**src/rtl/mips_pkg.sv**
```systemverilog
// Shared decode constants and multiply/divide FSM state type for the execute stage.
package mips_pkg;

    localparam logic [1:0] ALUOP_RTYPE = 2'b10;

    localparam logic [5:0] FUNCT_MFHI  = 6'h10;
    localparam logic [5:0] FUNCT_MTHI  = 6'h11;
    localparam logic [5:0] FUNCT_MFLO  = 6'h12;
    localparam logic [5:0] FUNCT_MTLO  = 6'h13;
    localparam logic [5:0] FUNCT_MULT  = 6'h18;
    localparam logic [5:0] FUNCT_MULTU = 6'h19;
    localparam logic [5:0] FUNCT_DIV   = 6'h1A;
    localparam logic [5:0] FUNCT_DIVU  = 6'h1B;

    typedef enum logic [1:0] {IDLE, PREP, RUN, FIX} muldiv_state_e;

    function automatic logic is_muldiv(input logic [5:0] f);
        return (f == FUNCT_MULT) || (f == FUNCT_MULTU) ||
               (f == FUNCT_DIV)  || (f == FUNCT_DIVU);
    endfunction

    function automatic logic is_hilo_move(input logic [5:0] f);
        return (f == FUNCT_MFHI) || (f == FUNCT_MTHI) ||
               (f == FUNCT_MFLO) || (f == FUNCT_MTLO);
    endfunction

endpackage

```
**src/rtl/muldiv_iter.sv**
```systemverilog
// One-bit-per-step shift/add multiplier and restoring divider on unsigned operands.
// Multiply: acc = {0, multiplier}, add multiplicand to the top half, shift right.
// Divide:   acc = {0, dividend}, shift left, trial-subtract divisor from the top half.
module muldiv_iter #(
    parameter int XLEN = 32
) (
    input  logic              clk,
    input  logic              rst_n,
    input  logic              load,
    input  logic              step,
    input  logic              is_div,
    input  logic [XLEN-1:0]   op_a,
    input  logic [XLEN-1:0]   op_b,
    output logic [2*XLEN-1:0] acc
);

    logic [2*XLEN-1:0] acc_reg;
    logic [2*XLEN-1:0] acc_next;
    logic [XLEN-1:0]   m_reg;
    logic              div_reg;
    logic [XLEN:0]     sum;
    logic [XLEN:0]     rem_shift;
    logic [XLEN:0]     diff;

    always_comb begin
        sum       = {1'b0, acc_reg[2*XLEN-1:XLEN]} + {1'b0, m_reg};
        rem_shift = acc_reg[2*XLEN-1:XLEN-1];
        // Partial remainder stays below the divisor, so the extra top bit of diff is the borrow.
        diff      = rem_shift - {1'b0, m_reg};
        acc_next  = acc_reg;
        if (div_reg) begin
            if (!diff[XLEN])
                acc_next = {diff[XLEN-1:0], acc_reg[XLEN-2:0], 1'b1};
            else
                acc_next = {acc_reg[2*XLEN-2:0], 1'b0};
        end else begin
            if (acc_reg[0])
                acc_next = {sum, acc_reg[XLEN-1:1]};
            else
                acc_next = {1'b0, acc_reg[2*XLEN-1:1]};
        end
    end

    always_ff @(posedge clk or negedge rst_n) begin
        if (!rst_n) begin
            acc_reg <= '0;
            m_reg   <= '0;
            div_reg <= 1'b0;
        end else if (load) begin
            acc_reg <= {{XLEN{1'b0}}, (is_div ? op_a : op_b)};
            m_reg   <= is_div ? op_b : op_a;
            div_reg <= is_div;
        end else if (step) begin
            acc_reg <= acc_next;
        end
    end

    assign acc = acc_reg;

endmodule

```
**src/rtl/alu_muldiv_unit.sv**
```systemverilog
// Execute-stage multiply/divide unit: control FSM, sign handling, HI/LO registers,
// pipeline stall and MFHI/MFLO read path around the iterative datapath.
module alu_muldiv_unit
    import mips_pkg::*;
#(
    parameter int XLEN = 32
) (
    input  logic            clk,
    input  logic            rst_n,
    input  logic            op_valid,
    input  logic [1:0]      ALUOp,
    input  logic [5:0]      funct,
    input  logic [XLEN-1:0] rs_val,
    input  logic [XLEN-1:0] rt_val,
    input  logic            flush,
    output logic            busy,
    output logic            done,
    output logic            stall,
    output logic [XLEN-1:0] hi,
    output logic [XLEN-1:0] lo,
    output logic [XLEN-1:0] mf_data
);

    localparam int CW = $clog2(XLEN);

    muldiv_state_e     state_reg;
    logic [CW-1:0]     cnt_reg;
    logic              busy_reg;
    logic              done_reg;
    logic [XLEN-1:0]   hi_reg;
    logic [XLEN-1:0]   lo_reg;
    logic [XLEN-1:0]   rs_reg;
    logic [XLEN-1:0]   rt_reg;
    logic [5:0]        funct_reg;
    logic              neg_q_reg;
    logic              neg_r_reg;

    logic              r_type;
    logic              accept;
    logic              mt_write;
    logic              op_signed;
    logic              op_div;
    logic [XLEN-1:0]   abs_a;
    logic [XLEN-1:0]   abs_b;
    logic [2*XLEN-1:0] acc;
    logic [2*XLEN-1:0] prod;
    logic [XLEN-1:0]   q_raw;
    logic [XLEN-1:0]   r_raw;
    logic [XLEN-1:0]   fix_hi;
    logic [XLEN-1:0]   fix_lo;

    assign r_type   = op_valid && (ALUOp == ALUOP_RTYPE);
    assign accept   = (state_reg == IDLE) && r_type && is_muldiv(funct) && !flush;
    assign mt_write = r_type && ((funct == FUNCT_MTHI) || (funct == FUNCT_MTLO)) &&
                      !busy_reg && !flush;
    assign stall    = r_type && (is_muldiv(funct) || is_hilo_move(funct)) && busy_reg;

    always_comb begin
        mf_data = '0;
        if (funct == FUNCT_MFHI)
            mf_data = hi_reg;
        else if (funct == FUNCT_MFLO)
            mf_data = lo_reg;
    end

    assign op_signed = (funct_reg == FUNCT_MULT) || (funct_reg == FUNCT_DIV);
    assign op_div    = (funct_reg == FUNCT_DIV)  || (funct_reg == FUNCT_DIVU);
    assign abs_a     = (op_signed && rs_reg[XLEN-1]) ? -rs_reg : rs_reg;
    assign abs_b     = (op_signed && rt_reg[XLEN-1]) ? -rt_reg : rt_reg;

    muldiv_iter #(.XLEN(XLEN)) u_iter (
        .clk    (clk),
        .rst_n  (rst_n),
        .load   (state_reg == PREP),
        .step   (state_reg == RUN),
        .is_div (op_div),
        .op_a   (abs_a),
        .op_b   (abs_b),
        .acc    (acc)
    );

    // MIN / -1 needs no special case: |MIN| / 1 = MIN unsigned, and the quotient stays positive.
    always_comb begin
        prod   = neg_q_reg ? -acc : acc;
        q_raw  = acc[XLEN-1:0];
        r_raw  = acc[2*XLEN-1:XLEN];
        fix_hi = prod[2*XLEN-1:XLEN];
        fix_lo = prod[XLEN-1:0];
        if (op_div) begin
            if (rt_reg == '0) begin
                fix_lo = '1;
                fix_hi = rs_reg;
            end else begin
                fix_lo = neg_q_reg ? -q_raw : q_raw;
                fix_hi = neg_r_reg ? -r_raw : r_raw;
            end
        end
    end

    always_ff @(posedge clk or negedge rst_n) begin
        if (!rst_n) begin
            state_reg <= IDLE;
            cnt_reg   <= '0;
            busy_reg  <= 1'b0;
            done_reg  <= 1'b0;
            hi_reg    <= '0;
            lo_reg    <= '0;
            rs_reg    <= '0;
            rt_reg    <= '0;
            funct_reg <= '0;
            neg_q_reg <= 1'b0;
            neg_r_reg <= 1'b0;
        end else begin
            done_reg <= 1'b0;
            if (mt_write) begin
                if (funct == FUNCT_MTHI)
                    hi_reg <= rs_val;
                else
                    lo_reg <= rs_val;
            end
            if (state_reg != IDLE && flush) begin
                state_reg <= IDLE;
                busy_reg  <= 1'b0;
                cnt_reg   <= '0;
            end else begin
                case (state_reg)
                    IDLE: begin
                        if (accept) begin
                            rs_reg    <= rs_val;
                            rt_reg    <= rt_val;
                            funct_reg <= funct;
                            busy_reg  <= 1'b1;
                            state_reg <= PREP;
                        end
                    end
                    PREP: begin
                        neg_q_reg <= op_signed && (rs_reg[XLEN-1] ^ rt_reg[XLEN-1]);
                        neg_r_reg <= op_signed && rs_reg[XLEN-1];
                        cnt_reg   <= '0;
                        state_reg <= RUN;
                    end
                    RUN: begin
                        if (cnt_reg == CW'(XLEN - 1)) begin
                            cnt_reg   <= '0;
                            state_reg <= FIX;
                        end else begin
                            cnt_reg <= cnt_reg + 1'b1;
                        end
                    end
                    FIX: begin
                        hi_reg    <= fix_hi;
                        lo_reg    <= fix_lo;
                        done_reg  <= 1'b1;
                        busy_reg  <= 1'b0;
                        state_reg <= IDLE;
                    end
                    default: state_reg <= IDLE;
                endcase
            end
        end
    end

    assign busy = busy_reg;
    assign done = done_reg;
    assign hi   = hi_reg;
    assign lo   = lo_reg;

endmodule

```
**config.mk**
```make
export PLATFORM = sky130hd
export DESIGN_NAME = alu_muldiv_unit
export DESIGN_NICKNAME = d
export VERILOG_FILES = /design/src/rtl/mips_pkg.sv /design/src/rtl/muldiv_iter.sv /design/src/rtl/alu_muldiv_unit.sv
export SDC_FILE = /design/constraint.sdc
export NUM_CORES = 1
export LEC_CHECK = 0
export CAP_MARGIN = 25
export CELL_PAD_IN_SITES_DETAIL_PLACEMENT = 0
export CELL_PAD_IN_SITES_GLOBAL_PLACEMENT = 2
export CORE_MARGIN = 8
export CORE_UTILIZATION = 36
export CTS_CLUSTER_DIAMETER = 40
export DETAILED_ROUTE_END_ITERATION = 16
export PLACE_DENSITY_LB_ADDON = 0.3
export REMOVE_ABC_BUFFERS = 1
export SYNTH_ARGS = -nofsm -noshare
export SYNTH_HDL_FRONTEND = slang
export SYNTH_HIERARCHICAL = 1
export SYNTH_SLANG_ARGS = --single-unit
```
**constraint.sdc**
```tcl
create_clock -name clk -period 3.6 [get_ports clk]
set_input_delay 0.72 -clock clk [delete_from_list [all_inputs] [get_ports clk]]
set_output_delay 0.72 -clock clk [all_outputs]
set_load 0.1 [all_outputs]
```
; ---- After elaboration in Yosys (flattened, before gate mapping)
; Index checks and enable logic that the tools add are counted.
[op_classes]
muxes = 38
add_sub_neg = 8
n_reduce_logical = 35
n_eq_ne = 18
bitwise_logic = 2
[op_table]
columns = op, count
row1 = $mux 32, 20
row2 = $mux 64, 6
row3 = $neg 32->32, 4
row4 = $eq 6x5->1 const B, 11
row5 = $neg 64->64, 1
row6 = $add 32x32->33, 1
row7 = $sub 33x32->33, 1
row8 = $logic_not 32->1, 1
row9 = $logic_and 1x1->1, 13
row10 = $logic_or 1x1->1, 10
row11 = $mux 5, 2
row12 = $pmux 5 s2, 1
row13 = $pmux 2 s4, 1
row14 = $eq 2x2->1 const B, 3
row15 = $mux 2, 3
row16 = $reduce_and 2->1, 3
row17 = $reduce_bool 3->1, 2
row18 = $add 5x1->5 const B, 1
row19 = $eq 5x5->1 const B, 1
row20 = $mux 1, 4
row21 = $reduce_bool 2->1, 2
row22 = $ne 3x2->1 const B, 1
row23 = $ne 3x3->1 const B, 1
row24 = $reduce_and 3->1, 1
row25 = other kinds (6), 7
[word_totals]
register_bits = 242
elab_cells = 115
output_inout_bits = 99

; ---- Logic depth before layout (Yosys ltp)
[depth]
ltp_word = 9
ltp_mapped = 14
depth_no_buf = 12

; ---- Modules after synthesis
; Netlist, hierarchy kept.
[by_module_without_submodules]
columns = mod, area_per_inst_um2, seq_area_each_um2, cells_each, n_inst
row1 = alu_muldiv_unit, 10552.6, 3628.5, 1247, 1
row2 = muldiv_iter, 9525.4, 2427.3, 1194, 1

; ---- Least setup slack after synthesis
; OpenSTA, ideal clock, no wires.
[synth_timing]
path_kind = input to output
startpoint = input funct[1]
endpoint = output mf_data[13]
path_buffers = 2
stages = 4
required_ps = 2880
t_arrival_ps = 2923
slack_ps = -43
cell_sequence = clkbuf_1 buf_1 mux2i_1 nor2_1
[synth_via]
elab_chain_cells = 3
word_cells_on_any_way = 4
cone_classes = 2 x eq/ne / 2 x mux
[synth_rtl]
columns = element, line
row1 = from (decl), alu_muldiv_unit.sv:12  ; input logic [5:0] funct,
row2 = $eq 6x5->1, alu_muldiv_unit.sv:62  ; else if (funct == FUNCT_MFLO)
row3 = $mux 32, alu_muldiv_unit.sv:62
row4 = $mux 32 (*), alu_muldiv_unit.sv:60  ; if (funct == FUNCT_MFHI)
row5 = to (decl), alu_muldiv_unit.sv:21  ; output logic [XLEN-1:0] mf_data
; Every way passes the cells marked *; elsewhere a longest branch is shown, timed or not.

; ---- Worst setup path after layout
[layout_timing]
startpoint = register u_iter.acc_reg[49], in the netlist u_iter/acc[49]
endpoint = register u_iter.acc_reg[59], in the netlist u_iter/acc[59]
[layout_via]
elab_chain_cells = 5
word_cells_on_any_way = 7
cone_classes = 2 x add/sub / 5 x mux
[layout_rtl]
columns = element, line
row1 = from (decl), muldiv_iter.sv:17  ; logic [2*XLEN-1:0] acc_reg;
row2 = from (signal assigned), muldiv_iter.sv:50  ; acc_reg <= {{XLEN{1'b0}}, (is_div ? op_a : op_b)};
row3 = from (signal assigned), muldiv_iter.sv:54  ; acc_reg <= acc_next;
row4 = $sub 33x32->33 or $add 32x32->33 (tied branches), "muldiv_iter.sv:29, muldiv_iter.sv:26"
row5 = $mux 64 (on tied branches), "muldiv_iter.sv:32, muldiv_iter.sv:37"
row6 = $mux 64 (*), muldiv_iter.sv:31  ; if (div_reg) begin
row7 = $mux 64 (*), muldiv_iter.sv:53  ; end else if (step) begin
row8 = $mux 64 (*), muldiv_iter.sv:49  ; end else if (load) begin
; Every way passes the cells marked *; elsewhere a longest branch is shown, timed or not. The select of a mux whose other input is x is not followed.
; A chain may end at the register's enable or synchronous reset.

==> summary.txt <==
Die
  • IO Count: 175
  • Initial Util: a little over a third
  • Core Region: 55090 µm²
  • Die W: 252.2 µm
  • Die footprint: between 60000 and 70000 µm²
  • Row count: 86
  • Die Y: roughly 250 µm

Synth
  • Sequential-to-total area share from yosys stat: between 30% and 40%
  • Yosys reg bits: 242
  • Mapped Area: 20080 µm²
  • Ys Warns: 6
  • Synth Instances: 2441
  • FFs w/ async S/R, synth: 100.0%
  • Top_reg_cell synth: dfrtp_1
  • Synth unique cells: 94
  • Syn avg cell area: approximately 8.2 µm²
  • EDFF count, synth: 0

GRT
  • Most used routing layer: met2
  • Initial antenna violation count: 0
  • M1 GR Usage: 33.37%
  • Total gr overflow: 0
  • Pin count of the biggest net entering global routing: 106
  • First-pass GRT wire length: 124200 µm
  • Routing usage on met2: 42.57%
  • Total track usage: between 20 and 30%
  • Grt met3 use: around 3.3%
  • Vias in the first global route: 19.50k

Timing
  • RSZ-0062 raised after global routing: false
  • Worst setup margin: 0.2498 ns
  • Crit path time final: 3.350 ns
  • Crit share post-route: 93.06%
  • Maximum clock rate: 298.5 MHz
  • Final-report setup violation count: 0
  • Relative slew slack: 33.11%
  • Fin Clk Skew: approximately 0.013 ns
  • Final Hold Fails: 0
  • Final Hold Slack: between 0.2 and 0.25 ns
  • Worst slew pin tran: 1.000 ns
  • Fin. max-slew vios: 0

Power
  • Maximum vdd drop: 0.0006593 V
  • Static Leak: 0.01101 µW
  • Pwr/cell area: 1001 nW/µm²
  • Pwr Total: 25420 µW

Clock network
  • Clock Pin Slew Worst Setup and Hold Paths: 0.05 ns
  • Post-CTS setup buffer count: 0
  • Clock sink total: 242
  • Clk Latency, worst-skew pair: 0.59 ns
  • Cts repair resizes: 0
  • H-tree depth: 2
  • Num CTS Buffers: 50
  • Post-CTS Hold Fix Bufs: 0
  • Clock Tree Buf Depth: 3
  • Root buffer cell: clkbuf_16
  • CTS tree: done

Worst setup path
  • Slowest stage delay, CP: 0.64 ns
  • CP Data Required Time: 4.04 ns
  • CP Class: reg -> reg
  • R2R Setup Slk: 0.25 ns
  • Crit path buffers/inverters: 1
  • Delay-heaviest family, CP: compound AO/OA/AOI/OAI gates
  • CP max-delay cell: dfrtp_1
  • Crit. End Element: flip-flop
  • Worst path cell trace: ha_1 -> o21ai_1 -> o21bai_1 -> a2111oi_2 -> o211ai_2 -> or3_1 -> buf_4 -> and3_1 -> mux2i_1 -> a21oi_1
  • Critical path peak fanout: 11
  • CP Launch Type: flip-flop
  • CP arrival: 3.79 ns

Routing
  • 1st-iter DRT viols: approximately 1.8k
  • Final wirelength: 82180 µm
  • Drt first pass iters: 6
  • Via Count: 19.97k
  • Antenna-violating nets left: 0
  • DR WL/cell: between 20 and 25 µm
  • Drt drc: 0
  • Vias per cell: 5.810

Layout
  • Max FFs per register: 64
  • Post-layout util: a little under half
  • Final nets: between 2k and 3k
  • Layout cells sized above 1: 14.50%
  • N_diodes: 0
  • Area grow syn2layout: 26.43%

Placement
  • # port buffers: between 150 and 200
  • Placer congestion estimate: 0.9159
  • Dpl hpwl: 62040 µm
  • DP Worst Slack: 0.2296 ns

Min path
  • Worst hold path type: in -> async

Job
  • Max_cap viols: 0

Run status
  • Outcome: complete, no violations
## cell type report
type / count / area, µm²
Inverter: 81 / 306.5
Clock buffer: 56 / 1304
Timing Repair Buffer: 303 / 3074
Sequential cell: 242 / 6058
Multi-Input combinational cell: 1970 / 13140
Tap cell: 748 / 935.9
Clock inverter: 37 / 565.5
Fill cell: 5477 / 29710
## stage by stage
stage / setup TNS, ns / instance area, µm² / std cells
3_3_place_gp: 0 / 23510 / 3343
2_1_floorplan: -49.59 / 19460 / 2293
6_report: 0 / 25390 / 3437
3_5_place_dp: 0 / 23520 / 3344
5_1_grt: 0 / 25390 / 3437
4_1_cts: 0 / 25390 / 3437
## synth_stat cells, types with 16 or more instances
| cell | count | area share [%] |
|---|---|---|
| a211oi_1 | 29 | 1.1 |
| a21o_1 | 32 | 1.2 |
| a21oi_1 | 221 | 5.5 |
| a31oi_1 | 40 | 1.2 |
| and3_1 | 24 | 0.75 |
| buf_1 | 22 | 0.41 |
| clkbuf_1 | 112 | 2.1 |
| dfrtp_1 | 242 | 30 |
| ha_1 | 75 | 4.7 |
| inv_1 | 80 | 1.5 |
| mux2_2 | 64 | 3.6 |
| mux2i_1 | 164 | 8.2 |
| nand2_1 | 254 | 4.7 |
| nand2b_1 | 27 | 0.84 |
| nand3_1 | 37 | 0.92 |
| nand4_1 | 19 | 0.59 |
| nor2_1 | 255 | 4.8 |
| nor3_1 | 64 | 1.6 |
| nor4_1 | 19 | 0.59 |
| o211ai_1 | 22 | 0.82 |
| o21ai_0 | 127 | 3.2 |
| o21ai_1 | 16 | 0.40 |
| o31ai_1 | 35 | 1.3 |
| or3_1 | 21 | 0.65 |
| xnor2_1 | 96 | 4.2 |
| xor2_1 | 93 | 4.1 |
## logic make-up (layout without fill, tap and decap cells)
kind of cell | after synthesis | count (layout) | synth area share, %
simple gates | 791 | 791 | 18.29
compound gates | 685 | 685 | 22.10
flops | 242 | 242 | 30.16
buf+inv | 229 | 477 | 4.568
mux | 228 | 228 | 11.77
xor+xnor | 189 | 189 | 8.245
fa+ha+maj | 77 | 77 | 4.873
## layout by cell type, fill, tap and decap left out, types with 11 or more instances in the layout
cell type | Yosys | final
nand4_1 | 19 | 19
nor2b_1 | 13 | 12
nor4_1 | 19 | 19
a32oi_1 | 12 | 12
o21a_1 | 14 | 14
mux2_2 | 64 | 64
mux2i_1 | 164 | 164
a21o_1 | 32 | 32
o211ai_1 | 22 | 22
and2_1 | 13 | 13
o31ai_1 | 35 | 35
bufinv_16 | 0 | 13
o21ai_0 | 127 | 127
clkbuf_16 | 0 | 50
o21bai_1 | 11 | 11
nor3_1 | 64 | 64
or4_1 | 12 | 12
a211oi_1 | 29 | 29
buf_12 | 0 | 39
dfrtp_1 | 242 | 240
xnor2_1 | 96 | 96
nor2_1 | 255 | 254
o41ai_1 | 12 | 12
o21ai_1 | 16 | 16
buf_4 | 2 | 140
nand2b_1 | 27 | 26
or3_1 | 21 | 21
xor2_1 | 93 | 93
a21oi_1 | 221 | 221
a31oi_1 | 40 | 40
inv_1 | 80 | 79
ha_1 | 75 | 73
nand2_1 | 254 | 251
nand3_1 | 37 | 36
and3_1 | 24 | 23
clkdlybuf4s50_1 | 0 | 121
## metal layers
metal	vias up	wire length (µm)
li1	9280	-
met4	0	1985
met5	-	0
met2	694	39730
met1	9881	35940
met3	115	4529
## path summary, 6_finish.rpt
check / from / depth (start not counted) / end
max: u_iter/acc[49] / 10 / u_iter/acc[59]
min: rst_n / 1 / u_iter/m_reg[0]
max reg2reg: u_iter/acc[49] / 10 / u_iter/acc[59]
min reg2reg: funct_reg[3] / 1 / funct_reg[3]
max in group asynchronous: rst_n / 2 / lo[23]
min in group clk: funct_reg[3] / 1 / funct_reg[3]
## power by group
part	total (µW)	leakage (µW)	internal (µW)	switching, µW
combinational	15100	0.00708	5210	9900
sequential	5100	0.00303	3690	1400
clock	5220	0.000898	3540	1680
total	25400	0.0110	12400	13000
(Power assumes the default switching activity.)
